[config.mk]
export PLATFORM = sky130hd
export DESIGN_NAME = food_placer_flat
export DESIGN_NICKNAME = d
export VERILOG_FILES = /design/src/rtl/food_placer_pkg.sv /design/src/rtl/food_placer_if.sv /design/src/rtl/food_lfsr.sv /design/src/rtl/food_placer.sv /design/src/flat_wrapper.sv
export SDC_FILE = /design/constraint.sdc
export NUM_CORES = 1
export LEC_CHECK = 0
export BUFFER_PORTS_ARGS = -buffer_cell sky130_fd_sc_hd__buf_2
export CORE_AREA = 5 5 205 207
export CTS_CLUSTER_DIAMETER = 60
export CTS_CLUSTER_SIZE = 8
export DETAILED_ROUTE_END_ITERATION = 10
export DIE_AREA = 0 0 210 212
export HOLD_SLACK_MARGIN = 0.06
export PLACE_DENSITY = 0.47
export SLEW_MARGIN = 10
export SYNTH_ARGS = -nofsm -noshare
export SYNTH_HDL_FRONTEND = slang
export SYNTH_SLANG_ARGS = --single-unit
[constraint.sdc]
create_clock -name MasterClock -period 3.4 [get_ports MasterClock]
set_clock_uncertainty 0.15 [all_clocks]
set_input_delay 0.34 -clock MasterClock [delete_from_list [all_inputs] [get_ports MasterClock]]
set_output_delay 0.34 -clock MasterClock [all_outputs]
set_load 0.01 [all_outputs]
[src/rtl/food_placer_pkg.sv]
// rtl/food_placer_pkg.sv - shared constants and types for the food placer
// Purpose: cell codes, cell width, LFSR seed/taps and FSM state type used by
//          food_placer, food_lfsr and food_placer_if.
package food_placer_pkg;

  localparam int BITS_PER_BLOCK = 2;

  localparam logic [1:0] BLOCK_EMPTY = 2'd0;
  localparam logic [1:0] BLOCK_WALL  = 2'd1;
  localparam logic [1:0] BLOCK_SNAKE = 2'd2;
  localparam logic [1:0] BLOCK_FOOD  = 2'd3;

  localparam logic [15:0] LFSR_SEED = 16'hACE1;
  // Taps 16,14,13,11 expressed as a mask over state bits [15],[13],[12],[10].
  localparam logic [15:0] LFSR_TAPS = 16'hB400;

  typedef enum logic [2:0] {
    ST_IDLE,
    ST_DRAW,
    ST_CHECK,
    ST_SCAN,
    ST_DONE
  } fp_state_e;

endpackage

[src/rtl/food_placer_if.sv]
// rtl/food_placer_if.sv - request/result bus between the game logic and the food placer
// Purpose: bundles the grid, request, entropy and placement result signals.
// Ports (modport slave = placer side):
//   Blocks  in  flattened grid [0:N-1], cell (v,h) at BITS_PER_BLOCK*(v*GRID_W+h), lowest index = LSB
//   Request in  start a placement
//   Entropy in  button levels for the LFSR
//   FoodV/FoodH out placed row/column; Busy out not idle; Valid/Fail out one-cycle result pulses
interface food_placer_if #(
  parameter int GRID_W         = 16,
  parameter int GRID_H         = 16,
  parameter int BITS_PER_BLOCK = food_placer_pkg::BITS_PER_BLOCK
);

  logic [0:BITS_PER_BLOCK*GRID_H*GRID_W-1] Blocks;
  logic                                   Request;
  logic [3:0]                             Entropy;
  logic [$clog2(GRID_H)-1:0]              FoodV;
  logic [$clog2(GRID_W)-1:0]              FoodH;
  logic                                   Busy;
  logic                                   Valid;
  logic                                   Fail;

  modport master (
    output Blocks, Request, Entropy,
    input  FoodV, FoodH, Busy, Valid, Fail
  );

  modport slave (
    input  Blocks, Request, Entropy,
    output FoodV, FoodH, Busy, Valid, Fail
  );

endinterface

[src/rtl/food_lfsr.sv]
// rtl/food_lfsr.sv - free-running 16-bit Fibonacci LFSR for food placement
// Purpose: advances every cycle from LFSR_SEED. Optional macro FOOD_ENTROPY_EN
//          mixes the parity of the entropy inputs into the feedback.
// Ports: clk, rst (async active-high), entropy[3:0] in, state[15:0] out.
import food_placer_pkg::*;

module food_lfsr (
  input  logic        clk,
  input  logic        rst,
  input  logic [3:0]  entropy,
  output logic [15:0] state
);

  logic [15:0] state_q, state_d;
  logic        fb;

`ifdef FOOD_ENTROPY_EN
  always_comb begin
    fb      = (^(state_q & LFSR_TAPS)) ^ (^entropy);
    state_d = {state_q[14:0], fb};
    // Entropy can steer the register into the all-zero lock-up state.
    if (state_d == 16'h0000) begin
      state_d = LFSR_SEED;
    end
  end
`else
  logic unused_entropy;
  assign unused_entropy = ^entropy;

  always_comb begin
    fb      = ^(state_q & LFSR_TAPS);
    state_d = {state_q[14:0], fb};
  end
`endif

  always_ff @(posedge clk or posedge rst) begin
    if (rst) begin
      state_q <= LFSR_SEED;
    end else begin
      state_q <= state_d;
    end
  end

  assign state = state_q;

endmodule

[src/rtl/food_placer.sv]
// rtl/food_placer.sv - picks an empty interior grid cell for the next food item
// Purpose: random draws from an LFSR, falling back to a linear scan after
//          MAX_TRIES occupied hits; reports Fail when no interior cell is empty.
// Ports: MasterClock, Reset (async active-high), bus (food_placer_if.slave).
// Optional macro: FOOD_ENTROPY_EN (entropy mixing inside food_lfsr).
import food_placer_pkg::*;

module food_placer #(
  parameter int GRID_W         = 16,
  parameter int GRID_H         = 16,
  parameter int BITS_PER_BLOCK = food_placer_pkg::BITS_PER_BLOCK,
  parameter int MAX_TRIES      = 8
) (
  input  logic         MasterClock,
  input  logic         Reset,
  food_placer_if.slave bus
);

  localparam int VW    = $clog2(GRID_H);
  localparam int HW    = $clog2(GRID_W);
  localparam int NBITS = BITS_PER_BLOCK * GRID_H * GRID_W;
  localparam int IW    = $clog2(NBITS);
  localparam int CELLS = (GRID_H - 2) * (GRID_W - 2);
  localparam int SW    = $clog2(CELLS + 1);

  localparam logic [VW-1:0] V_LO      = VW'(1);
  localparam logic [VW-1:0] V_HI      = VW'(GRID_H - 2);
  localparam logic [HW-1:0] H_LO      = HW'(1);
  localparam logic [HW-1:0] H_HI      = HW'(GRID_W - 2);
  localparam logic [SW-1:0] SCAN_LAST = SW'(CELLS - 1);
  localparam logic [7:0]    TRIES_MAX = 8'(MAX_TRIES);

  logic [15:0] lfsr;

  food_lfsr u_lfsr (
    .clk     (MasterClock),
    .rst     (Reset),
    .entropy (bus.Entropy),
    .state   (lfsr)
  );

  fp_state_e         state_q, state_d;
  logic [7:0]        tries_q, tries_d;
  logic [SW-1:0]     scan_cnt_q, scan_cnt_d;
  logic [VW-1:0]     cand_v_q, cand_v_d, food_v_q, food_v_d;
  logic [HW-1:0]     cand_h_q, cand_h_d, food_h_q, food_h_d;
  logic              valid_q, valid_d, fail_q, fail_d;

  logic [VW-1:0]     draw_v, next_v;
  logic [HW-1:0]     draw_h, next_h;
  logic              draw_legal;
  logic [IW-1:0]     cell_idx;
  logic [BITS_PER_BLOCK-1:0] cand_code;
  logic              cand_empty;

  // Only the low row bits and high column bits of the LFSR feed the draw.
  logic unused_lfsr;
  assign unused_lfsr = ^lfsr;

  assign draw_v     = lfsr[VW-1:0];
  assign draw_h     = lfsr[15 -: HW];
  assign draw_legal = (draw_v >= V_LO) && (draw_v <= V_HI) &&
                      (draw_h >= H_LO) && (draw_h <= H_HI);

  // Code of the cell held in the candidate registers.
  always_comb begin
    cell_idx  = '0;
    cand_code = '0;
    for (int b = 0; b < BITS_PER_BLOCK; b++) begin
      cell_idx     = IW'(BITS_PER_BLOCK * (int'(cand_v_q) * GRID_W + int'(cand_h_q)) + b);
      cand_code[b] = bus.Blocks[cell_idx];
    end
  end

  assign cand_empty = (cand_code == BITS_PER_BLOCK'(BLOCK_EMPTY));

  // Row-major successor of the candidate, wrapping within the interior.
  always_comb begin
    next_v = cand_v_q;
    next_h = cand_h_q + H_LO;
    if (cand_h_q == H_HI) begin
      next_h = H_LO;
      next_v = (cand_v_q == V_HI) ? V_LO : cand_v_q + V_LO;
    end
  end

  always_comb begin
    state_d    = state_q;
    tries_d    = tries_q;
    scan_cnt_d = scan_cnt_q;
    cand_v_d   = cand_v_q;
    cand_h_d   = cand_h_q;
    food_v_d   = food_v_q;
    food_h_d   = food_h_q;
    valid_d    = 1'b0;
    fail_d     = 1'b0;

    unique case (state_q)
      ST_IDLE: begin
        if (bus.Request) begin
          state_d = ST_DRAW;
          tries_d = '0;
        end
      end
      ST_DRAW: begin
        // Border draws are discarded without spending a try.
        if (draw_legal) begin
          cand_v_d = draw_v;
          cand_h_d = draw_h;
          state_d  = ST_CHECK;
        end
      end
      ST_CHECK: begin
        if (cand_empty) begin
          food_v_d = cand_v_q;
          food_h_d = cand_h_q;
          valid_d  = 1'b1;
          state_d  = ST_DONE;
        end else begin
          tries_d = tries_q + 8'd1;
          if (tries_q + 8'd1 == TRIES_MAX) begin
            // The scan starts one cell past the last occupied draw and ends on it.
            cand_v_d   = next_v;
            cand_h_d   = next_h;
            scan_cnt_d = '0;
            state_d    = ST_SCAN;
          end else begin
            state_d = ST_DRAW;
          end
        end
      end
      ST_SCAN: begin
        if (cand_empty) begin
          food_v_d = cand_v_q;
          food_h_d = cand_h_q;
          valid_d  = 1'b1;
          state_d  = ST_DONE;
        end else begin
          cand_v_d   = next_v;
          cand_h_d   = next_h;
          scan_cnt_d = scan_cnt_q + 1'b1;
          if (scan_cnt_q == SCAN_LAST) begin
            fail_d  = 1'b1;
            state_d = ST_DONE;
          end
        end
      end
      ST_DONE: begin
        state_d = ST_IDLE;
      end
      default: begin
        state_d = ST_IDLE;
      end
    endcase
  end

  always_ff @(posedge MasterClock or posedge Reset) begin
    if (Reset) begin
      state_q    <= ST_IDLE;
      tries_q    <= '0;
      scan_cnt_q <= '0;
      cand_v_q   <= VW'(GRID_H / 2);
      cand_h_q   <= HW'(GRID_W / 2);
      food_v_q   <= VW'(GRID_H / 2);
      food_h_q   <= HW'(GRID_W / 2);
      valid_q    <= 1'b0;
      fail_q     <= 1'b0;
    end else begin
      state_q    <= state_d;
      tries_q    <= tries_d;
      scan_cnt_q <= scan_cnt_d;
      cand_v_q   <= cand_v_d;
      cand_h_q   <= cand_h_d;
      food_v_q   <= food_v_d;
      food_h_q   <= food_h_d;
      valid_q    <= valid_d;
      fail_q     <= fail_d;
    end
  end

  assign bus.FoodV = food_v_q;
  assign bus.FoodH = food_h_q;
  assign bus.Busy  = (state_q != ST_IDLE);
  assign bus.Valid = valid_q;
  assign bus.Fail  = fail_q;

endmodule

[src/flat_wrapper.sv]
// flat-port wrapper written by rule: the top's interface ports become plain ports
module food_placer_flat 
#(
  parameter int GRID_W         = 16,
  parameter int GRID_H         = 16,
  parameter int BITS_PER_BLOCK = food_placer_pkg::BITS_PER_BLOCK,
  parameter int MAX_TRIES      = 8
)
  (MasterClock, Reset, bus_Blocks, bus_Request, bus_Entropy, bus_FoodV, bus_FoodH, bus_Busy, bus_Valid, bus_Fail);
  food_placer_if #(.GRID_W(GRID_W), .GRID_H(GRID_H), .BITS_PER_BLOCK(BITS_PER_BLOCK)) bus_i ();
  input  logic MasterClock;
  input  logic Reset;
  input wire logic [$bits(bus_i.Blocks)-1:0] bus_Blocks;
  input wire logic [$bits(bus_i.Request)-1:0] bus_Request;
  input wire logic [$bits(bus_i.Entropy)-1:0] bus_Entropy;
  output wire logic [$bits(bus_i.FoodV)-1:0] bus_FoodV;
  output wire logic [$bits(bus_i.FoodH)-1:0] bus_FoodH;
  output wire logic [$bits(bus_i.Busy)-1:0] bus_Busy;
  output wire logic [$bits(bus_i.Valid)-1:0] bus_Valid;
  output wire logic [$bits(bus_i.Fail)-1:0] bus_Fail;
  assign bus_i.Blocks = bus_Blocks;
  assign bus_i.Request = bus_Request;
  assign bus_i.Entropy = bus_Entropy;
  assign bus_FoodV = bus_i.FoodV;
  assign bus_FoodH = bus_i.FoodH;
  assign bus_Busy = bus_i.Busy;
  assign bus_Valid = bus_i.Valid;
  assign bus_Fail = bus_i.Fail;
  food_placer #(.GRID_W(GRID_W), .GRID_H(GRID_H), .BITS_PER_BLOCK(BITS_PER_BLOCK), .MAX_TRIES(MAX_TRIES)) u_core (.MasterClock(MasterClock), .Reset(Reset), .bus(bus_i));
endmodule
== Yosys cells after proc, flatten, opt, wreduce, memory -nomap -nowiden ==
Index checks and enable logic that the tools add are counted.
Word-level totals
  register bits after elaboration: 53
  RAM bits: 0
  output and inout bits: 11
  logic and storage cells: 91
  input port bits: 519
  memories kept: 0
  bits in read-only memories: 0
  latch bits: 0
Operators by class
  reductions and logical operators: 16
  muxes and demuxes: 38
  multiply operators: 0
  shifts and indexed selects: 0
  bitwise operators: 2
  $add $sub $neg: 6
  equality and inequality tests: 13
  $lt $le $gt $ge: 6
  div/mod/pow operators: 0
Operator list (count)
  4-bit two-way mux: 11
  8-bit two-way mux: 5
  8-bit one-hot mux with 2 select lines: 2
  4-bit one-hot mux with 3 select lines: 2
  10-bit greater-or-equal comparator, second input constant: 2
  9-bit inverter with 10-bit output: 2
  1-bit binary-select mux with 9-bit select: 2
  8-bit by 1-bit adder with 8-bit output, second input constant: 2
  16-bit XOR reduction: 1
  3-bit two-way mux: 5
  3-bit one-hot mux with 4 select lines: 1
  9-bit by 2-bit adder with 9-bit output, second input constant: 1
  1-bit two-way mux: 9
  4-bit by 1-bit adder with 4-bit output, second input constant: 2
  8-bit by 4-bit adder with 8-bit output: 1
  4-bit equality test, second input constant: 2
  8-bit by 4-bit equality test with 1-bit output, second input constant: 1
  8-bit equality test, second input constant: 1
  4-bit by 1-bit greater-or-equal comparator with 1-bit output, second input constant: 2
  4-bit <= comparator, second input constant: 2
  3-bit by 2-bit equality test with 1-bit output, second input constant: 2
  2-bit != test, second input constant: 3
  3-bit AND reduction: 2
  3-bit nonzero test: 2
  12 further kinds: 16

== Longest topological paths before layout ==
  depth in word-level cells: 9
  gate-level depth with buffers: 15
  depth with buffers taken out: 10

== By module ==
A second synthesis with hierarchy kept.
Second synthesis, totals
  cell total of the unflattened synthesis: 729
  area, all modules: 6291.0 µm²
Modules (own cells, without submodules)
  food_placer: area each 5850.6 µm², cells an instance 709, seq. area each 930.9 µm², instances 1
  food_lfsr: area each 440.4 µm², cells an instance 20, seq. area each 410.4 µm², instances 1

== Least setup slack after synthesis ==
Ideal clock, no wire load.
  kind: reg2reg
  start point: register u_core.cand_h_q[0]
  end point: register u_core.food_h_q[0] (netlist: u_core.bus.FoodH[0])
  setup time: 0.125 ns
  arrival: 2.783 ns
  path slack: 0.343 ns
  period minus slack after synthesis: 3.057 ns
  data required time: 3.125 ns
  stages on the path, launching flop included: 11
  path buffers: 3
  cells stage by stage: dfrtp_1 buf_6 buf_12 mux4_2 o2111ai_1 nand4_1 or4_4 o221ai_2 o311a_1 buf_4 mux2_2
Between the ends
  word-level cells in the longest chain between the ends: 8
  elaborated cells on any way between the ends: 12
  those cells by class: add/sub: 2; mux: 6; bitwise: 2; reduce/logical: 2
Ends and longest elaborated chain
  start: declaration: RTL line food_placer.sv:46  | logic [HW-1:0] cand_h_q, cand_h_d, food_h_q, food_h_d;
  start signal: assignment: RTL line food_placer.sv:163  | cand_h_q <= HW'(GRID_W / 2);
  start signal: assignment: RTL line food_placer.sv:173  | cand_h_q <= cand_h_d;
  8-bit by 4-bit adder with 8-bit output: RTL line food_placer.sv:70  | cell_idx = IW'(BITS_PER_BLOCK * (int'(cand_v_q) * GRID_W + int'(cand_h_q)) + b);
  9-bit by 2-bit adder with 9-bit output: RTL line food_placer.sv:70
  9-bit inverter with 10-bit output (not written as such): RTL line food_placer.sv:71  | cand_code[b] = bus.Blocks[cell_idx];
  1-bit binary-select mux with 9-bit select: RTL line food_placer.sv:71
  1-bit two-way mux (not written as such) (2 in series): RTL line food_placer.sv:71
  2-bit zero test: RTL line food_placer.sv:75  | assign cand_empty = (cand_code == BITS_PER_BLOCK'(BLOCK_EMPTY));
  2-bit AND reduction (no source line)
  end signal: assignment: RTL line food_placer.sv:165  | food_h_q <= HW'(GRID_W / 2);
  end signal: assignment: RTL line food_placer.sv:175  | food_h_q <= food_h_d;
  end: declaration: RTL line food_placer.sv:46
Parallel ways exist; a longest one is shown, timed or not. The select of a mux whose other input is x is not followed.
A chain may end at the register's enable or synchronous reset.

== Worst setup path in the final report ==
  start point: register u_core.cand_h_q[0]
  end point: register u_core.cand_v_q[2]
Between the ends
  word-level cells in the longest chain between the ends: 9
  elaborated cells on any way between the ends: 20
  those cells by class: add/sub: 2; eq/ne: 3; mux: 11; bitwise: 2; reduce/logical: 2
Ends and longest elaborated chain
  8-bit by 4-bit adder with 8-bit output: RTL line food_placer.sv:70
  9-bit by 2-bit adder with 9-bit output: RTL line food_placer.sv:70
  9-bit inverter with 10-bit output (not written as such): RTL line food_placer.sv:71
  1-bit binary-select mux with 9-bit select: RTL line food_placer.sv:71
  1-bit two-way mux (not written as such) (2 in series): RTL line food_placer.sv:71
  2-bit zero test: RTL line food_placer.sv:75
  2-bit != test (no source line)
  5-bit AND reduction (no source line)
  end signal: assignment: RTL line food_placer.sv:162  | cand_v_q <= VW'(GRID_H / 2);
  end signal: assignment: RTL line food_placer.sv:172  | cand_v_q <= cand_v_d;
  end: declaration: RTL line food_placer.sv:45  | logic [VW-1:0] cand_v_q, cand_v_d, food_v_q, food_v_d;
Parallel ways exist; a longest one is shown, timed or not. The select of a mux whose other input is x is not followed.

==> out/qor.txt <==
==============================================================================
Critical R2R Launch ............................................. u_core.cand_h_q[0]
Detail-routed via count per cell ................................         4.75
Worst hold margin ...............................................     0.207 ns
Final global-route overflow total ...............................            0
First-pass GRT wire length ......................................    57,200 um
Leakage power figure ............................................      4.92 nW
Total Wirelength ................................................    42,500 um
Final design instance area without fill .........................  0.0109 mm^2
Clock Sinks .....................................................           53
Slowest cell on the critical path ............................... sky130_fd_sc_hd__or4_4
CTS tree ........................................................         done
Number of cell instances on the worst register-to-register path .           13
Gate Count Post-Synth ...........................................          752
Post-synthesis to final-layout area growth ......................        77.0%
Via count of the first global-routing pass ......................        8,820
Die Wd ..........................................................       210 um
Critical path class ............................................. flop to flop
CP max FO .......................................................            8
Die outline area ................................................  0.0445 mm^2
Final period util ...............................................        0.999
Worst slack after detailed placement ............................    -0.484 ns
Pwr per Cell Area ...............................................  745 mW/mm^2
Hold crit path type ............................................. flop to flop
Number of placement rows ........................................           74
Minimum clock period after layout ...............................      3.40 ns
Post-route antenna net violation count ..........................            0
Hold endpoint ................................................... u_core.u_lfsr.state[10]
Number of failing hold endpoints at the final stage .............            0
Most instantiated flip-flop cell in the synthesis netlist ....... sky130_fd_sc_hd__dfrtp_1
Count of TritonRoute iterations in the first routing pass .......            5
Drt wl/cell .....................................................      22.7 um
Remaining DRCs ..................................................            0
Starting Density ................................................        0.153
Synthesis Warnings ..............................................            0
Sequential element share of the synthesized area ................        0.219
Measured slew at the worst slew-check pin .......................     0.954 ns
Number of flops mapped to enable cells by yosys .................            0
Final setup violation count .....................................            0
Setup slack of the critical path after layout ...................   0.00215 ns
Final Slew Violations ...........................................            0
Cells along the critical path ................................... buf_12 > buf_12 > buf_8 > mux2i_1 > a21oi_1 > nand3_2 > nand4_1 > or4_4 > o221ai_4 > o31a_4 > buf_6 > nor4_2 > a311o_1
Vertical die dimension ..........................................       212 um
Critical Path AT ................................................      3.43 ns
Number of storage elements in the synthesis netlist .............           53
Peak supply drop ................................................     0.267 mV
Startpoint types ................................................         flop
Bufs on Longest Clock Path ......................................            2
Unrepaired setup endpoints after global routing .................          yes
Kind of end point of the critical path ..........................         flop
Synth async-reset ratio .........................................         1.00
Post-synthesis instance area .................................... 0.00613 mm^2
Reg clk slew, reported paths ....................................      0.08 ns
Count of nets after finishing ...................................        1,859
Initial antenna violation count .................................            7
Core Footprint ..................................................  0.0402 mm^2
Syn_nets ........................................................        1,276
Buffers on Ports ................................................          525
Largest net degree at the start of global routing ...............           49
Clock network latency to the later pin of the worst-skew pair ...      0.30 ns
Count of max-cap constraint violations ..........................            0
Run status ......................................................    completed
Fill count ......................................................        4,395
Post-Synthesis Mean Instance Area ...............................    8.16 um^2
Cell repeated most along the worst path ......................... sky130_fd_sc_hd__buf_12
Number of vias in the routed layout .............................        8,899
Peak per-stage delay on the critical path .......................      0.61 ns
I/O pins ........................................................          530
Remaining max-slew budget at the tightest pin ...................        0.360
Worst EP required ...............................................      3.43 ns
CTS H-tree lvls .................................................            2
Number of non-filler instances in the completed layout ..........        1,874
Synth unique cells ..............................................           76
FF-to-FF setup slack ............................................     0.002 ns
Worst Hold Path Cells ...........................................            0
TritonCTS buffer count ..........................................            5
Half-perimeter wire length after placement ......................    35,600 um
Post-DP Area .................................................... 0.00991 mm^2
Cell at the root of the clock tree .............................. sky130_fd_sc_hd__clkbuf_16
Maximum frequency from static timing analysis ...................      294 MHz
Terminus of the critical flop-to-flop path ...................... u_core.cand_v_q[2]
GRT Resource Usage Total ........................................        0.170
Start point of the worst hold path .............................. u_core.u_lfsr.state[9]
Final weighted congestion in routability-driven placement .......        0.909
Fraction of layout cells with a size suffix above 1 .............        0.579
Number of cells after detailed placement ........................        1,846
Starting DRT DRC Count ..........................................          603
==============================================================================
[layout make-up]
type	count	area, um^2	share of cell area
multi-input cells	611	4820	0.444
flip-flops and latches	53	1350	0.124
repair buffers	637	3740	0.345
well taps	532	666	0.0613
clock buffers	5	125	0.0115
clock inverters	3	28.8	0.00265
diodes	6	15.0	0.00138
inverters	27	113	0.0104
[Yosys cell counts, types with 21 or more instances]
cell type | count | area share
sky130_fd_sc_hd__a211oi_1 | 24 | 0.029
sky130_fd_sc_hd__a21oi_1 | 40 | 0.033
sky130_fd_sc_hd__clkbuf_1 | 23 | 0.014
sky130_fd_sc_hd__dfrtp_1 | 41 | 0.17
sky130_fd_sc_hd__inv_1 | 26 | 0.016
sky130_fd_sc_hd__mux2i_1 | 32 | 0.052
sky130_fd_sc_hd__mux4_2 | 21 | 0.077
sky130_fd_sc_hd__nand2_1 | 33 | 0.020
sky130_fd_sc_hd__nor2_1 | 83 | 0.051
sky130_fd_sc_hd__nor3_1 | 78 | 0.064
sky130_fd_sc_hd__o21ai_0 | 27 | 0.022
sky130_fd_sc_hd__o31ai_1 | 29 | 0.035
sky130_fd_sc_hd__or3_1 | 22 | 0.022
[how the worst max path moves through the flow]
stage / from / to / slack, ns
detailed placement: u_core.cand_h_q[0] / u_core.tries_q[6] / -0.48
CTS: u_core.cand_h_q[0] / u_core.scan_cnt_q[7] / -0.02
global placement: u_core.cand_h_q[0] / u_core.tries_q[7] / -0.44
finish: u_core.cand_h_q[0] / u_core.cand_v_q[2] / 0.002
global route: u_core.cand_h_q[0] / u_core.bus.FoodH[2] / -0.11
floorplan: u_core.cand_h_q[0] / u_core.bus.FoodH[0] / 0.34
[what timing repair did]
action / 4_1_cts / 5_1_grt
pin swaps: 2 / 37
hold endpoints to repair: 25 / 0
gates resized for setup: 35 / 88
buffers inserted: 2 / 7
setup endpoints to repair: 37 / 35
hold buffers: 1 / 0
gates cloned: 1 / 4
[cells in the final DEF, fill, tap and decap left out, types with 21 or more instances in the layout]
master / netlist / final
sky130_fd_sc_hd__mux2i_1: 32 / 30
sky130_fd_sc_hd__mux4_2: 21 / 21
sky130_fd_sc_hd__dfrtp_1: 41 / 38
sky130_fd_sc_hd__nor3_1: 78 / 68
sky130_fd_sc_hd__nand2_1: 33 / 32
sky130_fd_sc_hd__o31ai_1: 29 / 21
sky130_fd_sc_hd__buf_4: 11 / 82
sky130_fd_sc_hd__a21oi_1: 40 / 39
sky130_fd_sc_hd__buf_2: 15 / 525
sky130_fd_sc_hd__inv_1: 26 / 24
sky130_fd_sc_hd__a211oi_1: 24 / 23
sky130_fd_sc_hd__o21ai_0: 27 / 24
sky130_fd_sc_hd__nor2_1: 83 / 83
[critical path, delay by kind of cell, from the launching register on]
kind / cells / cell delay [ns]
and+or+nand+nor: 4 / 0.88
AOI/OAI and AO/OA: 4 / 0.96
muxes: 1 / 0.17
buffers and inverters: 4 / 0.58
DFF: 1 / 0.53
[cells by family (layout without fill, tap and decap cells)]
logic type / count (synthesis) / after routing / share of synthesized area
DFF: 53 / 53 / 0.219
AOI/OAI and AO/OA: 251 / 252 / 0.300
muxes: 65 / 65 / 0.151
and+or+nand+nor: 287 / 287 / 0.235
buffers and inverters: 89 / 672 / 0.0820
other: 0 / 6 / 0
xor gates and xnor gates: 2 / 2 / 0.00286
adders and majority gates: 5 / 5 / 0.0102
[flip-flops by register name (all words and copies together), names as in the netlist, 3 cells and up]
register             cells
u_core.tries_q           8
u_core.state_q           3
u_core.cand_v_q          4
u_core.cand_h_q          4
u_core.u_lfsr.state     16
u_core.bus.FoodH         4
u_core.bus.FoodV         4
u_core.scan_cnt_q        8
[metal layers]
layer / up-vias / track usage / part of all wire
met5: - / 0 / 0
met4: 0 / 0.0522 / 0.028
met3: 45 / 0.0338 / 0.071
met2: 376 / 0.284 / 0.49
met1: 4343 / 0.222 / 0.41
li1: 4135 / - / -
[power by group]
part	total, mW	switching, mW	leakage [nW]	internal, mW
clock network	0.549	0.264	0.0768	0.285
logic	6.48	3.49	4.21	2.99
registers	1.06	0.230	0.628	0.829
total	8.09	3.98	4.92	4.11
[per-stage QoR]
stage                util  TNS [ns]  total power, mW
floorplan               -         0             4.08
global placement    0.247    -11.63             6.50
detailed placement  0.247    -12.59             6.53
CTS                 0.255   -0.0591             7.36
global route        0.270     -1.71             8.60
finish              0.270         0             8.09
Power figures use the tool's default switching activity.
